### src/rtl/instr_fetch_unit.sv
// instr_fetch_unit: PC owner and fetch engine for a registered-read instruction memory, 2-deep decode buffer.
//   clk, reset (sync, active-low)
//   imem_addr -> / imem_data <- : word address out, registered read data back one cycle later
//   redirect_valid, redirect_pc : taken branch/jump, flushes buffered and in-flight words
//   instr_valid, instr, instr_pc, instr_ready : valid/ready handshake towards decode
module instr_fetch_unit #(
  parameter int ADDR_W   = 6,
  parameter int DATA_W   = 32,
  parameter int RESET_PC = 0
) (
  input  logic              clk,
  input  logic              reset,
  output logic [ADDR_W-1:0] imem_addr,
  input  logic [DATA_W-1:0] imem_data,
  input  logic              redirect_valid,
  input  logic [ADDR_W-1:0] redirect_pc,
  output logic              instr_valid,
  output logic [DATA_W-1:0] instr,
  output logic [ADDR_W-1:0] instr_pc,
  input  logic              instr_ready
);
  logic [ADDR_W-1:0] fetch_pc, inflight_pc, head_pc, tail_pc;
  logic [DATA_W-1:0] head_instr, tail_instr;
  logic              inflight, pop, push, issue;
  logic [1:0]        count;
  logic [2:0]        occ;
  assign imem_addr   = redirect_valid ? redirect_pc : fetch_pc;
  assign instr_valid = count != 2'd0;
  assign instr       = head_instr;
  assign instr_pc    = head_pc;
  assign pop         = instr_valid & instr_ready;
  assign push        = inflight & ~redirect_valid;
  // buffered plus in-flight words never exceed the two buffer slots
  assign occ         = {1'b0, count} + {2'b0, inflight};
  assign issue       = redirect_valid | (occ < 3'd2) | ((occ == 3'd2) & pop);
  always_ff @(posedge clk) begin
    if (!reset) begin
      fetch_pc    <= ADDR_W'(RESET_PC);
      inflight    <= 1'b0;
      inflight_pc <= '0;
      count       <= 2'd0;
      head_pc     <= '0;
      head_instr  <= '0;
      tail_pc     <= '0;
      tail_instr  <= '0;
    end else begin
      inflight <= issue;
      if (issue) begin
        inflight_pc <= imem_addr;
        fetch_pc    <= imem_addr + ADDR_W'(1);
      end
      if (redirect_valid)
        count <= 2'd0;
      else begin
        count <= count + 2'(push) - 2'(pop);
        // head is a shift register: it keeps its last word when the buffer drains
        if (push && (count == 2'd0 || (count == 2'd1 && pop))) begin
          head_pc    <= inflight_pc;
          head_instr <= imem_data;
        end else if (pop && count == 2'd2) begin
          head_pc    <= tail_pc;
          head_instr <= tail_instr;
        end
        if (push && ((count == 2'd1 && !pop) || count == 2'd2)) begin
          tail_pc    <= inflight_pc;
          tail_instr <= imem_data;
        end
      end
    end
  end
  always_ff @(posedge clk)
    if (reset) assert (!(push && count == 2'd2 && !pop));
endmodule

### config.mk
export PLATFORM = sky130hd
export DESIGN_NAME = instr_fetch_unit
export DESIGN_NICKNAME = d
export VERILOG_FILES = /design/src/rtl/instr_fetch_unit.sv
export SDC_FILE = /design/constraint.sdc
export NUM_CORES = 1
export LEC_CHECK = 0
export CORE_ASPECT_RATIO = 0.5
export CORE_MARGIN = 10
export CORE_UTILIZATION = 53
export DETAILED_ROUTE_END_ITERATION = 12
export PLACE_DENSITY_LB_ADDON = 0.12
export SYNTH_ARGS = -nofsm -noshare
export SYNTH_HDL_FRONTEND = slang
export SYNTH_SLANG_ARGS = --single-unit
### constraint.sdc
create_clock -name clk -period 2.69 [get_ports clk]
set_clock_uncertainty 0.1 [all_clocks]
set_input_delay 0.269 -clock clk [delete_from_list [all_inputs] [get_ports clk]]
set_output_delay 0.269 -clock clk [all_outputs]
set_load 0.05 [all_outputs]
==> results of run 1 <==
## registers in the layout, summed over array words and instances, names as in the netlist
| name | cells |
|---|---|
| instr | 32 |
| inflight | 1 |
| tail_pc | 6 |
| fetch_pc | 6 |
| count | 2 |
| inflight_pc | 6 |
| tail_instr | 32 |
| instr_pc | 6 |
## cells by family (layout without fill, tap and decap cells)
| kind of cell | Yosys count | in the layout |
|---|---|---|
| adder cells (fa/ha/maj) | 5 | 5 |
| XOR/XNOR | 3 | 3 |
| AO/OA/AOI/OAI | 171 | 171 |
| buffers and inverters | 112 | 167 |
| AND/OR/NAND/NOR | 146 | 146 |
| flip-flops | 91 | 91 |
| multiplexers | 9 | 9 |
## area by class of cell
cell class	instances	area (um2)
fill	721	2820
multi-input combinational	334	2480
sequential	91	1820
timing repair buffer	101	988
clock buffer	12	246
inverter	51	191
tap	117	146
clock inverter	3	15.0
## worst paths after layout
path,from,to,slack (ns),cells past startpoint
max,redirect_pc[3],imem_addr[3],0.47,4
min,instr_pc[1]$_SDFFE_PN0P_,instr_pc[1]$_SDFFE_PN0P_,0.35,2
max reg2reg,count[1]$_SDFF_PP0_,fetch_pc[2]$_SDFFE_PN0P_,0.56,7
min reg2reg,instr_pc[1]$_SDFFE_PN0P_,instr_pc[1]$_SDFFE_PN0P_,0.35,2
## through the flow
step | hold slack (ns) | power (mW) | cell area, um2 | utilization (%)
after floorplan | 0.305 | 1.90 | 4750 | -
after global placement | 0.342 | 2.13 | 5630 | 64.6
after detailed placement | 0.345 | 2.14 | 5630 | 64.6
after CTS | 0.355 | 3.26 | 5890 | 67.6
after global routing | 0.372 | 3.38 | 5890 | 67.6
final | 0.354 | 3.24 | 5890 | 67.6
## routing by layer
layer  up-vias  share of wire, %  GRT usage (%)
met4         0              0.26           3.15
met3         6               7.1           6.07
met2       141                44           29.6
li1       2067                 -              -
met1      2008                48           25.8
met5         -                 0              0
## synth_stat cells, types with 5 or more instances
master,n
buf_4,8
nand2_1,81
ha_1,5
buf_2,17
a2111oi_2,20
a211oi_1,31
clkbuf_1,32
a211oi_2,12
inv_1,49
dfxtp_1,91
mux2i_1,9
nor2_1,10
o31a_1,38
and4_1,38
a21oi_1,40
a2111oi_0,18
## worst min-delay path, cell delays in order, from the launching register on
cell      delay (ns)
dfxtp_1         0.30
inv_1           0.05
a211oi_1        0.05
## power groups by stage
stage / clock network, mW / logic [mW] / registers [mW]
floorplan: 0 / 0.288 / 1.61
global placement: 0 / 0.660 / 1.47
detailed placement: 0 / 0.665 / 1.47
CTS: 1.15 / 0.668 / 1.44
global route: 1.22 / 0.709 / 1.45
finish: 1.13 / 0.664 / 1.44
==> flow_summary.ini, run 1 <==
[drt]
dr_total_vias = 4222
drc = 0
drtPass1Iterations = 5
wl_per_cell_um = 18.1
wl_um = 12900
viasPerCell = 5.95
drt_first_iter_violations = 274
ant_nets = 0

[yosys]
synth.area.mux_share_pct = 1.90
syn_inst = 537
synthAdderAreaFrac_pct = 1.32
ys_ff_latch = 91
synth_edf_count = 0
async_flop_share_pct = 0
avgSynthCellArea_um2 = 8.85
synth_compound_area_share_pct = 30.9
synth_area_leaders = dfxtp_1 (38%), and4_1 (7.0%), o31a_1 (7.0%)
synthSimpleGateAreaFrac_pct = 16.6
yosysWarnings = 0
yosysTopAreaCell = dfxtp_1
synth_flop_cell = dfxtp_1
synth.cell_area_mm2 = 0.00475
yosysSeqAreaShare_pct = 38.3
synth.distinct_cells = 44
synth-xor-area-share_pct = 0.553
synth_top_family_by_area = compound AO/OA/AOI/OAI gates
yosysTopAreaCellShare_pct = 38.3
synth_nets = 584

[placed_design]
pre_cts_ws_ns = 0.345
numPortBuffers = 86
gp_congestion = 0.784
placed_cells = 694
place.detailed.hpwl_um = 8080

[sta]
period_minus_slack_ns = 2.22
final-hold-violation-count = 0
period_share_pct = 82.7
worstMarginPinSlew_ns = 1.03
max_freq_mhz = 450
fin_setup_tns_ns = 0
relSlewSlack_pct = 31.0
setup_viol = 0
finalMaxSlewViolations = 0
rsz0062_at_grt = no
postLayoutSetupSlackWorst_ns = 0.466

[cts]
cts_tree = built
cts_made_buffers = 9
insertion_delay_ns = 0.34
hold_buffers = 0
numClockSinks = 91
cts.clk_slew.worst_paths_ns = 0.06
clockBufferDepth = 2
cts-root-buf = clkbuf_16
cts_resized = 0
h-tree-depth = 3
cts_setup_buffers = 0

[die]
dieArea_mm2 = 0.0134
design.core.area_mm2 = 0.00871
rows = 24
ios = 87
die_w_um = 154
die_y_um = 87.0
initial_core_util_pct = 54.6

[finish]
num-nets-final = 635
layout_commonest_cell = dfxtp_1
antenna_cells = 0
drive_gt1_share_pct = 13.0
stdcell_count = 709
layout_common_cells = dfxtp_1 (90), clkdlybuf4s50_1 (83), nand2_1 (80)
synthToLayoutAreaGrowth_pct = 23.9

[setup_path]
cp.required_ns = 2.32
slowest_stage = clkdlybuf4s50_1
cp_top_family = buffers and inverters
cp_cell_sequence = clkdlybuf4s50_1 -> mux2i_1 -> inv_1 -> clkdlybuf4s50_1
arrival_ns = 1.86
crit_path_max_incr_delay_ns = 0.73
worstSetupEndpointType = output port
path_buf_inv = 3
path_class = in -> out
crit_fanout = 5
cpMostUsedCell = clkdlybuf4s50_1
critPathLaunchType = input port

[grt]
grt_pass1_vias = 4088
grt_pass1_wl_um = 21600
grt_usage_pct = 19.1
grt_max_degree = 80
overflow = 0
antenna_found_initial = 0

[outcome]
status = finished, final reports clean

[pwr]
seqPwrFrac_pct = 44.6
pwr-share-clk_pct = 35.0
power_density_mw_per_mm2 = 550
p_leak_nw = 2.03
ir_worst_vdd_v = 0.000401
combPwrFrac_pct = 20.5
switchingPower_mw = 0.942
internal-power_mw = 2.30
sw_frac_of_total_pct = 29.1

[min_path]
hold_path.class = reg -> reg

[run]
cap_violations = 0
(Power assumes the default switching activity.)
==> inputs of run 2 (changes only) <==
CORE_UTILIZATION = 48   (was 53)
clock period = 1.8 ns   (was 2.69 ns; I/O delays follow)
==> flow_summary.ini, run 2 (synthesis gave the netlist of run 1 again) <==
[outcome]
status = finished with violations
violations = setup timing

[finish]
fill_cells = 701
seqCellArea_mm2 = 0.00183
multiInputGateArea_mm2 = 0.00292
synthToLayoutAreaGrowth_pct = 45.8
final_util_pct = 72.6
drive_gt1_share_pct = 26.1
num-nets-final = 671
layout_common_cells = dfxtp_1 (88), nand2_1 (79), clkdlybuf4s50_1 (53)
antenna_cells = 0
layout_commonest_cell = dfxtp_1

[sta]
period_share_pct = 103
finalMaxSlewViolations = 0
rsz0062_at_grt = yes
postLayoutSetupSlackWorst_ns = -0.0605
relSlewSlack_pct = 57.0
max_freq_mhz = 538
worstMarginPinSlew_ns = 0.645
period_minus_slack_ns = 1.86
final-hold-violation-count = 0
setup_viol = 9

[placed_design]
gp_congestion = 0.763
pre_cts_ws_ns = -0.335
place.detailed.hpwl_um = 8910
numPortBuffers = 86

[die]
ios = 87
die_y_um = 90.4
rows = 25
initial_core_util_pct = 49.8
design.core.area_mm2 = 0.00954
die_w_um = 161
dieArea_mm2 = 0.0145

[setup_path]
r2r_cells = 9
cp.required_ns = 1.93
critPathLaunchType = register
arrival_ns = 1.99
crit_fanout = 6
path_class = reg -> reg
worstSetupEndpointType = register

[run]
cap_violations = 0

[drt]
drtPass1Iterations = 4
ant_nets = 0
wl_um = 14600
wl_per_cell_um = 19.2
viasPerCell = 5.79
dr_total_vias = 4423
drc = 0
drt_first_iter_violations = 182

[grt]
grt_usage_pct = 18.8
overflow = 0
grt_max_degree = 44
antenna_found_initial = 0
grt_pass1_wl_um = 23000
grt_pass1_vias = 4549

[cts]
hold_buffers = 0
cts_tree = built
numClockSinks = 91
insertion_delay_ns = 0.35
h-tree-depth = 3
cts-root-buf = clkbuf_16
cts_made_buffers = 9
clockBufferDepth = 2
cts.clk_slew.worst_paths_ns = 0.06

[pwr]
power_density_mw_per_mm2 = 789
ir_worst_vdd_v = 0.000543
internal-power_mw = 3.89
seqPwrFrac_pct = 39.4
sw_frac_of_total_pct = 28.7
p_leak_nw = 2.63
combPwrFrac_pct = 22.2
pwr-share-clk_pct = 38.4
switchingPower_mw = 1.57

[min_path]
min_path_cells = 3
hold_path.class = in -> reg
[run 2: path summary, 6_finish.rpt]
| kind | end | slack (ns) | startpoint |
|---|---|---|---|
| min reg2reg | instr[10]$_SDFFE_PN0P_ | 0.35 | instr[10]$_SDFFE_PN0P_ |
| max reg2reg | fetch_pc[0]$_SDFFE_PN0P_ | -0.06 | count[0]$_SDFF_PP0_ |
| min | count[1]$_SDFF_PP0_ | 0.21 | redirect_valid |
| max | fetch_pc[0]$_SDFFE_PN0P_ | -0.06 | count[0]$_SDFF_PP0_ |
[run 2: worst max-delay path, stage by stage, from the launching register on]
cell and delay (ns):
dfxtp_4 0.38, ha_4 0.14, inv_2 0.04, ha_4 0.25, nand2_2 0.06, o41ai_4 0.21
buf_6 0.19, buf_12 0.13, mux2i_2 0.19, nor2_1 0.05
[run 2: cell type report]
| class | instances | area share [%] |
|---|---|---|
| Timing Repair Buffer | 136 | 21.4 |
| Sequential cell | 91 | 26.5 |
| Clock inverter | 4 | 1.03 |
| Multi-Input combinational cell | 335 | 42.2 |
| Clock buffer | 12 | 3.70 |
| Tap cell | 135 | 2.44 |
| Inverter | 51 | 2.80 |
[run 2: metrics by stage]
step / setup TNS [ns] / power (mW) / area (um2) / std cells / hold slack (ns)
2_1_floorplan: -0.0139 / 2.84 / 4800 / 537 / 0.216
3_3_place_gp: -13.09 / 3.27 / 6030 / 740 / 0.342
3_5_place_dp: -15.87 / 3.28 / 6030 / 740 / 0.346
4_1_cts: -1.51 / 5.37 / 6460 / 760 / 0.169
5_1_grt: -1.70 / 5.65 / 6930 / 764 / 0.211
6_report: -0.260 / 5.46 / 6930 / 764 / 0.210
[run 2: layer usage]
| metal | GRT usage (%) | share of wire (%) | routed length, um |
|---|---|---|---|
| met3 | 4.41 | 4.8 | 696 |
| met4 | 4.82 | 0.66 | 96 |
| met2 | 31.5 | 47 | 6850 |
| met5 | 0 | 0 | 0 |
| met1 | 23.6 | 48 | 6990 |
[run 2: what timing repair did]
item / CTS / global route
cloned: 2 / 2
endpoints found under the setup margin: 47 / 63
gates resized for setup: 16 / 77
pin swaps: 1 / 3
setup buffers: 2 / 2
[run 2: power groups by stage]
stage	clock [mW]	sequential, mW	combinational (mW)
after global routing	2.21	2.17	1.28
after floorplan	0	2.41	0.433
after detailed placement	0	2.20	1.08
final	2.10	2.15	1.21
after CTS	2.12	2.15	1.10
after global placement	0	2.20	1.07
==> inputs of run 3 (changes only) <==
CORE_MARGIN = not set   (was 10)
==> flow_summary.ini, run 3 (synthesis gave the netlist of run 1 again) <==
[finish]
synthToLayoutAreaGrowth_pct = 46.7
design_area_mm2 = 0.00697
antenna_cells = 0
layout_common_cells = dfxtp_1 (88), nand2_1 (79), clkdlybuf4s50_1 (64)
stdcell_count = 764
num-nets-final = 672
fill_cells = 729
layout_commonest_cell = dfxtp_1
drive_gt1_share_pct = 26.2

[grt]
overflow = 0
antenna_found_initial = 0
grt_pass1_wl_um = 22300
grt_pass1_vias = 4366
grt_usage_pct = 27.9
grt_max_degree = 36

[setup_path]
cp.required_ns = 1.94
path_buf_inv = 3
crit_fanout = 6
cpMostUsedCell = ha_4
slowest_stage = dfxtp_4
reg2reg_slack_ns = -0.05
cp_cell_sequence = ha_4 -> inv_4 -> ha_4 -> nand2_4 -> o41ai_4 -> buf_6 -> buf_12 -> mux2i_1 -> nor2_1
critPathLaunchType = register
path_class = reg -> reg
cp_top_family = adder cells
crit_path_max_incr_delay_ns = 0.38
arrival_ns = 1.99
worstSetupEndpointType = register

[placed_design]
place.detailed.hpwl_um = 8210
placed_cells = 741
gp_congestion = 0.733
numPortBuffers = 86
dpl_cell_area_mm2 = 0.00607

[sta]
period_share_pct = 103
timing.hold.ws_ns = 0.280
fin_setup_tns_ns = -0.145
setup_viol = 10
postLayoutSetupSlackWorst_ns = -0.0451
max_freq_mhz = 542
finalMaxSlewViolations = 0
worstMarginPinSlew_ns = 0.592
relSlewSlack_pct = 60.4
final-hold-violation-count = 0
rsz0062_at_grt = yes
period_minus_slack_ns = 1.85

[die]
ios = 87
design.core.area_mm2 = 0.00954
initial_core_util_pct = 49.8
die_y_um = 72.4
rows = 25
dieArea_mm2 = 0.0103
die_w_um = 143

[drt]
wl_per_cell_um = 18.5
dr_total_vias = 4510
viasPerCell = 5.90
wl_um = 14100
ant_nets = 0
drc = 0
drtPass1Iterations = 4
drt_first_iter_violations = 313

[cts]
cts_tree = built
cts.clk_slew.worst_paths_ns = 0.07
cts_made_buffers = 9
clockBufferDepth = 2
numClockSinks = 91
h-tree-depth = 3
hold_buffers = 0
insertion_delay_ns = 0.35
cts-root-buf = clkbuf_16

[pwr]
ir_worst_vdd_v = 0.000557
p_leak_nw = 2.53
power_density_mw_per_mm2 = 782
power_mw = 5.45

[outcome]
status = finished with violations
violations = setup timing

[min_path]
hold_path.class = in -> reg

[run]
cap_violations = 0
[run 3: changes by cell type in the layout (fill, tap and decap cells not counted), sizes merged]
cell	change
clkinv	+1
inv	-1
dlygate4sd2	+2
dlymetal6s2s	-8
clkdlybuf4s50	+11
clkbuf	-2
buf	-3
[run 3: through the flow]
| stage | setup slack (ns) | util, % |
|---|---|---|
| 3_5_place_dp | -0.400 | 63.7 |
| 6_report | -0.0451 | 73.0 |
| 2_1_floorplan | -0.00465 | - |
| 3_3_place_gp | -0.376 | 63.7 |
| 5_1_grt | -0.130 | 73.0 |
| 4_1_cts | -0.0942 | 71.4 |
[run 3: layout make-up]
type	instances	area, um2	share of cell area (%)
Timing Repair Buffer	137	1500	21.6
Sequential cell	91	1830	26.3
Clock buffer	11	253	3.63
Multi-Input combinational cell	335	2940	42.2
Clock inverter	4	73.8	1.06
Tap cell	135	169	2.42
Inverter	51	196	2.82
[run 3: metal layers]
metal | GRT usage [%] | up-vias | wire length [um]
met5 | 0 | - | 0
met4 | 6.93 | 0 | 116
met3 | 6.20 | 11 | 878
met2 | 48.5 | 148 | 6840
met1 | 35.5 | 2205 | 6290
li1 | - | 2146 | -
[run 3: path summary, 6_finish.rpt]
path,start,end,depth (start not counted)
max,inflight$_SDFF_PN0_,fetch_pc[0]$_SDFFE_PN0P_,9
min,redirect_valid,count[0]$_SDFF_PP0_,3
max reg2reg,inflight$_SDFF_PN0_,fetch_pc[0]$_SDFFE_PN0P_,9
min reg2reg,instr[15]$_SDFFE_PN0P_,instr[15]$_SDFFE_PN0P_,2
[run 3: worst reg2reg max path: stages, from the launching register on]
cell and delay, ns:
dfxtp_4 0.38, ha_4 0.16, inv_4 0.04, ha_4 0.27
nand2_4 0.05, o41ai_4 0.21, buf_6 0.17, buf_12 0.13
mux2i_1 0.18, nor2_1 0.06
[run 3: power by group]
group	switching (mW)	leakage, nW	internal [mW]
sequential	0.0527	0.745	2.10
clock	0.794	0.162	1.28
combinational	0.711	1.62	0.507
total	1.56	2.53	3.89
[run 3: timing repair]
action,4_1_cts,5_1_grt
buffers inserted,5,1
gates cloned,3,1
pin swaps,12,8
resized for setup,67,32
endpoints found under the setup margin,52,94
